### src/rtl/cpu_core_p.sv
// Parametrised teaching CPU: MOV/ACC/JMP/ATC plus CALL/RET on a hardware return stack and HALT.
// One instruction retires per cycle with step_i in RUN. Button events land in the flag register every clock.
module cpu_core_p #(
  parameter  int DATA_W      = 8,
  parameter  int ADDR_W      = 8,
  parameter  int STACK_DEPTH = 4,
  localparam int IW          = 11 + 2*DATA_W + ADDR_W,
  localparam int SPW         = $clog2(STACK_DEPTH+1)
) (
  input  logic              clk,
  input  logic              rst_n,
  input  logic              step_i,
  input  logic [IW-1:0]     instr_i,
  input  logic [3:0]        btn_evt_i,
  input  logic [DATA_W-1:0] din_i,
  output logic [ADDR_W-1:0] ip_o,
  output logic [DATA_W-1:0] dout_o,
  output logic [5:0]        gpo_o,
  output logic              dval_o,
  output logic [7:0]        flags_o,
  output logic [SPW-1:0]    sp_o,
  output logic              halted_o,
  output logic              fault_o
);
  localparam int DW2 = 2*DATA_W;

  typedef enum logic [1:0] {S_RUN, S_HALT, S_FAULT} state_e;

  state_e            state_q, state_d;
  logic [ADDR_W-1:0] ip_q, ip_d;
  logic [SPW-1:0]    sp_q, sp_d;
  logic [ADDR_W-1:0] stack_q [STACK_DEPTH];
  logic [ADDR_W-1:0] stack_d [STACK_DEPTH];
  logic [DATA_W-1:0] regs_q  [32];
  logic [DATA_W-1:0] regs_d  [32];

  logic [3:0]        grp;
  logic [2:0]        cmd;
  logic [1:0]        t1, t2;
  logic [DATA_W-1:0] a1, a2;
  logic [ADDR_W-1:0] addr;
  assign {grp, cmd, t1, a1, t2, a2, addr} = instr_i;

  // Operand decode: type 0 is an immediate whose location is R0.
  logic [4:0]        ind1, ind2, loc1, loc2;
  logic [DATA_W-1:0] num1, num2, acc;
  assign ind1 = regs_q[a1[4:0]][4:0];
  assign ind2 = regs_q[a2[4:0]][4:0];

  always_comb begin
    loc1 = 5'd0;
    loc2 = 5'd0;
    num1 = a1;
    num2 = a2;
    case (t1)
      2'd1:    begin loc1 = a1[4:0]; num1 = regs_q[a1[4:0]]; end
      2'd2:    begin loc1 = ind1;    num1 = regs_q[ind1];    end
      default: ;
    endcase
    case (t2)
      2'd1:    begin loc2 = a2[4:0]; num2 = regs_q[a2[4:0]]; end
      2'd2:    begin loc2 = ind2;    num2 = regs_q[ind2];    end
      default: ;
    endcase
  end

  assign acc = regs_q[loc1];

  // Arithmetic at double width so overflow is read straight off the upper half.
  logic [DW2-1:0] acc_u, src_u, acc_s, src_s, r_uad, r_sad, r_umt, r_smt;
  assign acc_u = {{DATA_W{1'b0}}, acc};
  assign src_u = {{DATA_W{1'b0}}, num2};
  assign acc_s = {{DATA_W{acc[DATA_W-1]}}, acc};
  assign src_s = {{DATA_W{num2[DATA_W-1]}}, num2};
  assign r_uad = acc_u + src_u;
  assign r_sad = acc_s + src_s;
  assign r_umt = acc_u * src_u;
  assign r_smt = $signed(acc_s) * $signed(src_s);

  function automatic logic s_ovf(input logic [DW2-1:0] v);
    return !((&v[DW2-1:DATA_W-1]) || !(|v[DW2-1:DATA_W-1]));
  endfunction

  logic              wr_en, ovf_en, ovf, shf_en, shf, stk_err, jmp_take;
  logic [4:0]        wr_idx;
  logic [DATA_W-1:0] wr_val;

  always_comb begin
    state_d  = state_q;
    ip_d     = ip_q;
    sp_d     = sp_q;
    stack_d  = stack_q;
    regs_d   = regs_q;
    wr_en    = 1'b0;
    wr_idx   = 5'd0;
    wr_val   = '0;
    ovf_en   = 1'b0;
    ovf      = 1'b0;
    shf_en   = 1'b0;
    shf      = 1'b0;
    stk_err  = 1'b0;
    jmp_take = 1'b0;

    if (step_i && state_q == S_RUN) begin
      ip_d = ip_q + 1'b1;
      case (grp)
        4'd0: begin
          wr_idx = loc2;
          case (cmd)
            3'd0: begin wr_en = 1'b1; wr_val = num1; end
            3'd1: begin wr_en = 1'b1; wr_val = {num1[DATA_W-2:0], 1'b0};
                        shf_en = 1'b1; shf = num1[DATA_W-1]; end
            3'd2: begin wr_en = 1'b1; wr_val = {1'b0, num1[DATA_W-1:1]};
                        shf_en = 1'b1; shf = num1[0]; end
            default: ;
          endcase
        end
        4'd1: begin
          wr_idx = loc1;
          wr_en  = 1'b1;
          case (cmd)
            3'd0: begin wr_val = r_uad[DATA_W-1:0]; ovf_en = 1'b1; ovf = |r_uad[DW2-1:DATA_W]; end
            3'd1: begin wr_val = r_sad[DATA_W-1:0]; ovf_en = 1'b1; ovf = s_ovf(r_sad); end
            3'd2: begin wr_val = r_umt[DATA_W-1:0]; ovf_en = 1'b1; ovf = |r_umt[DW2-1:DATA_W]; end
            3'd3: begin wr_val = r_smt[DATA_W-1:0]; ovf_en = 1'b1; ovf = s_ovf(r_smt); end
            3'd4: wr_val = acc & num2;
            3'd5: wr_val = acc | num2;
            3'd6: wr_val = acc ^ num2;
            default: wr_en = 1'b0;
          endcase
        end
        4'd2: begin
          case (cmd)
            3'd0: jmp_take = 1'b1;
            3'd1: jmp_take = (num1 == num2);
            3'd2: jmp_take = (num1 <  num2);
            3'd3: jmp_take = ($signed(num1) <  $signed(num2));
            3'd4: jmp_take = (num1 <= num2);
            3'd5: jmp_take = ($signed(num1) <= $signed(num2));
            default: ;
          endcase
          if (jmp_take) ip_d = addr;
        end
        4'd3: begin
          if (regs_q[31][cmd]) ip_d = addr;
        end
        4'd4: begin
          if (sp_q == SPW'(STACK_DEPTH)) begin
            stk_err = 1'b1;
            ip_d    = ip_q;
            state_d = S_FAULT;
          end else begin
            for (int k = 0; k < STACK_DEPTH; k++)
              if (sp_q == SPW'(k)) stack_d[k] = ip_q + 1'b1;
            sp_d = sp_q + 1'b1;
            ip_d = addr;
          end
        end
        4'd5: begin
          if (sp_q == '0) begin
            stk_err = 1'b1;
            ip_d    = ip_q;
            state_d = S_FAULT;
          end else begin
            for (int k = 0; k < STACK_DEPTH; k++)
              if (sp_q == SPW'(k+1)) ip_d = stack_q[k];
            sp_d = sp_q - 1'b1;
          end
        end
        4'd6: begin
          ip_d    = ip_q;
          state_d = S_HALT;
        end
        default: ;
      endcase

      if (wr_en)   regs_d[wr_idx] = wr_val;
      if (shf_en)  regs_d[31][4] = shf;
      if (ovf_en)  regs_d[31][5] = ovf;
      if (stk_err) regs_d[31][6] = 1'b1;
      if (grp == 4'd3) regs_d[31][cmd] = 1'b0;
    end

    // Events are applied last so they beat any instruction clear/write this cycle.
    for (int j = 0; j < 4; j++)
      if (btn_evt_i[j]) regs_d[31][j] = 1'b1;
    if (btn_evt_i[3]) regs_d[28] = din_i;
  end

  always_ff @(posedge clk or negedge rst_n) begin
    if (!rst_n) begin
      state_q <= S_RUN;
      ip_q    <= '0;
      sp_q    <= '0;
      for (int k = 0; k < STACK_DEPTH; k++) stack_q[k] <= '0;
      for (int r = 0; r < 32; r++)          regs_q[r]  <= '0;
    end else begin
      state_q <= state_d;
      ip_q    <= ip_d;
      sp_q    <= sp_d;
      stack_q <= stack_d;
      regs_q  <= regs_d;
    end
  end

  assign ip_o     = ip_q;
  assign sp_o     = sp_q;
  assign dout_o   = regs_q[30];
  assign gpo_o    = regs_q[29][5:0];
  assign dval_o   = regs_q[29][7];
  assign flags_o  = regs_q[31][7:0];
  assign halted_o = (state_q == S_HALT);
  assign fault_o  = (state_q == S_FAULT);
endmodule

### config.mk
export PLATFORM = sky130hd
export DESIGN_NAME = cpu_core_p
export DESIGN_NICKNAME = d
export VERILOG_FILES = /design/src/rtl/cpu_core_p.sv
export SDC_FILE = /design/constraint.sdc
export NUM_CORES = 2
export LEC_CHECK = 0
export BUFFER_PORTS_ARGS = -buffer_cell sky130_fd_sc_hd__buf_2
export CORE_MARGIN = 8
export CORE_UTILIZATION = 25
export CTS_BUF_LIST = sky130_fd_sc_hd__clkbuf_8
export DETAILED_ROUTE_END_ITERATION = 16
export PLACE_DENSITY = 0.38
export SLEW_MARGIN = 20
export SYNTH_ARGS = -nofsm -noshare
export SYNTH_HDL_FRONTEND = slang
export SYNTH_SLANG_ARGS = --single-unit
### constraint.sdc
create_clock -name clk -period 9.4 [get_ports clk]
set_input_delay 1.88 -clock clk [delete_from_list [all_inputs] [get_ports clk]]
set_output_delay 1.88 -clock clk [all_outputs]
set_load 0.05 [all_outputs]
; Word-level counts from Yosys, hierarchy flattened
; Index checks and enable logic that the tools add are counted.
[totals]
reg_bits = 301
in_bits = 50
[classes]
addsub = 5
mul = 2
order_cmp = 13
n_eq_ne = 28
mux = 83
bitwise_logic = 13
n_reduce_logical = 39
[op_table]
columns = op, n
row1 = two-way mux 256 bit, 2
row2 = bitwise mux 256 bit, 1
row3 = binary-select mux 8 bit (select 5 bit), 5
row4 = two-way mux 8 bit, 22
row5 = one-hot mux 8 bit (7 select lines), 1
row6 = one-hot mux 8 bit (2 select lines), 3
row7 = demux 8 bit (select 5 bit), 1
row8 = one-hot mux 8 bit (5 select lines), 1
row9 = "greater-or-equal comparator 6 bit, second input constant", 6
row10 = NOT 5 -> 6 bit, 6
row11 = multiplier 8 x 8 -> 16 bit, 2
row12 = two-way mux 32 bit, 1
row13 = one-hot mux 5 bit (2 select lines), 3
row14 = two-way mux 1 bit, 28
row15 = AND reduction 4 bit, 7
row16 = one-hot mux 8 bit (3 select lines), 1
row17 = adder 8 x 8 -> 9 bit, 2
row18 = AND reduction 9 bit, 2
row19 = OR reduction 9 bit, 2
row20 = bitwise AND 8 bit, 2
row21 = less-or-equal comparator 8 bit, 2
row22 = < comparator 8 bit, 2
row23 = OR reduction 8 bit, 2
row24 = "equality test 3 x 2 -> 1 bit, second input constant", 4
row25 = 43 further kinds, 75

; Longest topological paths before layout
[depth]
depth_word = 22
mapped_depth = 41
depth_no_buf = 34

; Worst setup path before layout
; OpenSTA, ideal clock, no wires.
[synth_timing]
path_kind = input to register
from = in instr_i[20]
to = reg regs_q, in the netlist flags_o[5]
t_arrival_ns = 9.030
setup_slack_ns = 0.238
stages = 40
path_cell_list = buf_4 and2_1 clkbuf_2 buf_6 a22o_1 o21ai_2 and4_4 buf_6 buf_6 buf_8 a22o_1 buf_6 buf_4 buf_4 a221oi_1 o311ai_0 o31ai_1 mux2i_1 [4 not listed] inv_1 ha_1 inv_1 fa_1 fa_1 inv_1 ha_1 a21oi_1 o21bai_1 a21oi_1 o21bai_1 a221o_1 o22ai_1 nand3_1 a311o_1 a21oi_1 a221o_1 a31oi_1
[synth_via]
elab_chain_cells = 20
[synth_rtl]
columns = element, line_no
row1 = from (decl), 13  ; input logic [IW-1:0] instr_i,
row2 = NOT 5 -> 6 bit (implied by the code), "47, 56"
row3 = binary-select mux 8 bit (select 5 bit), "47, 56"
row4 = two-way mux 8 bit (implied by the code) (2 in series), 56  ; 2'd1: begin loc1 = a1[4:0]; num1 = regs_q[a1[4:0]]; end
row5 = one-hot mux 5 bit (2 select lines), 55  ; case (t1)
row6 = NOT 5 -> 6 bit (implied by the code), 67  ; assign acc = regs_q[loc1];
row7 = binary-select mux 8 bit (select 5 bit), 67
row8 = two-way mux 8 bit (implied by the code) (2 in series), 67
row9 = multiplier 8 x 8 -> 16 bit (tied with other cells), 78  ; assign r_smt = $signed(acc_s) * $signed(src_s);
row10 = [2 not listed], -
row11 = two-way mux 8 bit / logical OR 1 bit (equally long branches), "104, 81"
row12 = bitwise mux 256 bit / logical NOT 1 bit (equally long branches), "177, 81"
row13 = two-way mux 256 bit / one-hot mux 1 bit (4 select lines) (equally long branches), "177, 121"
row14 = two-way mux 256 bit / two-way mux 1 bit (equally long branches), "104, 106"
row15 = two-way mux 1 bit *, 179  ; if (ovf_en) regs_d[31][5] = ovf;
row16 = two-way mux 1 bit *, 104  ; if (step_i && state_q == S_RUN) begin
row17 = bitwise AND 8 bit (no source line), -
row18 = two-way mux 8 bit *, 181  ; if (grp == 4'd3) regs_d[31][cmd] = 1'b0;
row19 = to (signal assigned), 202  ; regs_q <= regs_d;
row20 = to (decl), 34  ; logic [DATA_W-1:0] regs_q [32];
; Mark *: on every way between the ends. The rest lies on a longest branch, timed or not. The select of a mux whose other input is x is not followed.
; A chain may end at the register's enable or synchronous reset.

; Final worst setup path
[layout_timing]
from = in instr_i[8]
to = reg regs_q, in the netlist flags_o[5]
[layout_via]
elab_chain_cells = 20
[layout_rtl]
columns = element, line_no
row1 = NOT 5 -> 6 bit (implied by the code), "48, 61"
row2 = binary-select mux 8 bit (select 5 bit), "48, 61"
row3 = two-way mux 8 bit (implied by the code) (2 in series), 61  ; 2'd1: begin loc2 = a2[4:0]; num2 = regs_q[a2[4:0]]; end
row4 = NOT 5 -> 6 bit (implied by the code), 62  ; 2'd2: begin loc2 = ind2; num2 = regs_q[ind2]; end
row5 = binary-select mux 8 bit (select 5 bit), 62
row6 = two-way mux 8 bit (implied by the code) (2 in series), 62
row7 = one-hot mux 8 bit (2 select lines), 60  ; case (t2)
row8 = multiplier 8 x 8 -> 16 bit (tied with other cells), 78
row9 = [2 not listed], -
row10 = two-way mux 8 bit / logical OR 1 bit (equally long branches), "104, 81"
row11 = bitwise mux 256 bit / logical NOT 1 bit (equally long branches), "177, 81"
row12 = two-way mux 256 bit / one-hot mux 1 bit (4 select lines) (equally long branches), "177, 121"
row13 = two-way mux 256 bit / two-way mux 1 bit (equally long branches), "104, 106"
row14 = two-way mux 1 bit *, 179
row15 = two-way mux 1 bit *, 104
row16 = bitwise AND 8 bit (no source line), -
row17 = two-way mux 8 bit *, 181
; Marked as above.

==> results.sh <==
export IMPL_status="complete, no violations"
export IMPL_drtIter0Drc=2839
export IMPL_postCtsHoldBufs=0
export IMPL_vias=29700
export IMPL_synth_fp_nets=3762
export IMPL_layout_setup_ws_ns=0.260
export IMPL_drc=0
export IMPL_worstPathArrival_ns=9.76
export IMPL_start_kind="primary input"
export IMPL_synth_distinct_cells=103
export IMPL_powerDensity_nw_per_um2=184
export IMPL_ant_nets=0
export IMPL_rows=127
export IMPL_cts_clk_slew_worst_paths_ns=0.06
export IMPL_finClkSkew_ns=0.0421
export IMPL_dieArea_um2=133000
export IMPL_pre_cts_slack_ns=-0.454
export IMPL_portBuffers=85
export IMPL_synth_compound_gate_area_share_pct=21.6
export IMPL_cpPeakStageDelay_ns=0.61
export IMPL_intPower_mw=3.84
export IMPL_area_growth_pct=21.1
export IMPL_netlist_area_leader_share_pct=24.9
export IMPL_critPathLaunch="instr_i[8]"
export IMPL_share_seq_of_total_power_pct=22.1
export IMPL_worstMarginPinSlew_ns=1.15
export IMPL_power_frac_comb_pct=55.1
export IMPL_min_path_type="register to register"
export IMPL_synthMostInstantiatedCell="nand2_1"
export IMPL_synth_fa_ha_area_share_pct=9.82
export IMPL_design_core_area_um2=120000
export IMPL_cts_buffer_depth=3
export IMPL_synth_seq_area_share_pct=24.9
export IMPL_syn_inst=3526
export IMPL_yosys_area_top_type="dfrtp_1"
export IMPL_drt_first_pass_iters=6
export IMPL_start_util_pct=25.2
export IMPL_yosys_warnings=0
export IMPL_fin_crit_ns=9.14
export IMPL_cp_end_kind="register"
export IMPL_routedWlPerCell_um=27.3
export IMPL_synth_area_per_cell_um2=8.59
export IMPL_crit_top_cell="fa_1"
export IMPL_io_pins=86
export IMPL_grt_ovfl_total=0
export IMPL_crit_path_max_fanout=25
export IMPL_crit_type="primary input to register"
export IMPL_fin_util_pct=30.5
export IMPL_synthMuxAreaShare_pct=18.6
export IMPL_grt_pass1_vias=29500
export IMPL_rsz0062_at_grt="no"
export IMPL_relSlewSlack_pct=22.9
export IMPL_via_per_inst=5.40
export IMPL_cts_buffers=61
export IMPL_synthSimpleGateAreaFrac_pct=16.5
export IMPL_cts_tree="done"
export IMPL_dieWidth_um=364
export IMPL_synth_flop_cell="dfrtp_1"
export IMPL_gp_congestion=0.907
export IMPL_worstHoldStart="stack_q[14]$_DFFE_PN0P_"
export IMPL_power_leakage_nw=15.5
export IMPL_clk_insertion_delay_late_ns=0.74
export IMPL_synth_xor_xnor_area_share_pct=0.897
export IMPL_synth_cell_area_um2=30300
export IMPL_cap_violations=0
export IMPL_ir_drop_v=0.000285
export IMPL_hold_viol_final=0
export IMPL_slowest_stage="fa_1"
export IMPL_finalCritPeriodShare_pct=97.2
export IMPL_die_y_um=364
export IMPL_finalHoldWorstSlack_ns=0.478
export IMPL_wl_um=150000
export IMPL_tritoncts_num_sinks=301
export IMPL_grt_max_degree=141
export IMPL_antenna_found_initial=7
export IMPL_reg2reg_from="regs_q[25]$_DFFE_PN0P_"
export IMPL_async_flop_share_pct=100
export IMPL_dpl_hpwl_um=115000
export IMPL_drive_above_1_share_pct=22.5
export IMPL_setup_viol=0
export IMPL_synth_top_family_by_area="compound AO/OA/AOI/OAI gates"
export IMPL_p_clk_share_pct=22.8
export IMPL_max_freq_mhz=109
export IMPL_drv_slew=0
export IMPL_p_sw_mw=2.89
export IMPL_grt_total_usage_pct=22.0
export IMPL_tns_ns=0
export IMPL_sw_frac_of_total_pct=42.9
export IMPL_ys_ff_latch=301
export IMPL_root_buffer="clkbuf_8"
export IMPL_ys_top_cells_by_count="nand2_1 (526), dfrtp_1 (301), nor2_1 (301)"
export IMPL_htreeDepth=2
export IMPL_grt_pass1_wl_um=217000
export IMPL_crit_required_ns=10.02
export IMPL_synthTopCellsByArea="dfrtp_1 (25%), mux2i_1 (8.5%), mux4_2 (7.1%)"
export IMPL_nets=4069
export IMPL_synth_edf_count=0
[cell families (layout without fill, tap and decap cells)]
family                     count (synthesis)  in the layout
AOI/OAI and AO/OA                        955            955
xor gates and xnor gates                  31             31
adders and majority gates                186            186
buffers and inverters                    491            842
DFF                                      301            301
muxes                                    431            431
other                                      0              7
and+or+nand+nor                         1131           1131
[power by group through the flow]
stage | clock network (mW) | logic [mW] | registers [mW]
CTS | 1.59 | 3.73 | 1.49
floorplan | 0 | 2.19 | 1.53
detailed placement | 0 | 3.70 | 1.51
global route | 1.64 | 4.11 | 1.50
finish | 1.54 | 3.71 | 1.49
global placement | 0 | 3.74 | 1.51
[layer usage]
metal	vias to the layer above	global-route usage (%)	part of all wire (%)
met2	1137	35.0	45
met5	-	0	0.0087
met3	273	3.59	6.1
met4	2	8.22	4.2
met1	14800	29.9	45
li1	13400	-	-
[sequential cells by signal, indices dropped and copies added (netlist names)]
| name | cells |
|---|---|
| flags_o | 8 |
| ip_o | 8 |
| sp_o | 3 |
| dval_o | 1 |
| regs_q | 233 |
| stack_q | 32 |
| state_q | 2 |
| gpo_o | 6 |
| dout_o | 8 |
[final timing paths]
path	endpoint	slack, ns	cells after the start
setup reg to reg	flags_o[5]$_DFFE_PN0P_	1.01	32
min in group asynchronous	stack_q[1]$_DFFE_PN0P_	1.10	1
setup / recovery	flags_o[5]$_DFFE_PN0P_	0.26	33
max in group asynchronous	regs_q[98]$_DFFE_PN0P_	6.33	3
hold / removal	stack_q[14]$_DFFE_PN0P_	0.48	2
hold reg to reg	stack_q[14]$_DFFE_PN0P_	0.48	2
[cells in the final DEF (no fill, tap or decap), drive strengths merged, types with 81 or more instances in the layout]
| cell type | instances |
|---|---|
| a21oi | 235 |
| buf | 535 |
| clkbuf | 81 |
| dfrtp | 301 |
| fa | 86 |
| ha | 100 |
| inv | 212 |
| mux2i | 261 |
| mux4 | 96 |
| nand2 | 527 |
| nor2 | 313 |
| o21ai | 178 |
[through the flow]
stage,cell area (µm²),std cells,power (mW)
global route,36600,5490,7.24
CTS,36500,5487,6.80
floorplan,30300,3526,3.72
global placement,35200,5380,5.25
finish,36700,5496,6.73
detailed placement,35200,5380,5.21
[layout make-up]
type	count	area [µm²]
fillers	12800	83500
diodes	7	17.5
repair buffers	535	4460
well taps	1612	2020
flip-flops and latches	301	7530
clock buffers	81	1110
clock inverters	26	219
inverters	200	751
multi-input cells	2734	20600
[what timing repair did]
action / 4_1_cts / 5_1_grt
gates resized for setup: 0 / 17
setup endpoints to repair: 0 / 1
setup buffers: 0 / 1
endpoints found under the hold margin: 0 / 0
[worst max-delay path, delay by kind of cell]
kind | cells | cell delay (ns)
compound gates | 13 | 2.45
fa+ha+maj | 5 | 2.39
mux | 4 | 1.62
buf+inv | 8 | 1.02
simple gates | 3 | 0.35
Power figures use the tool's default switching activity.
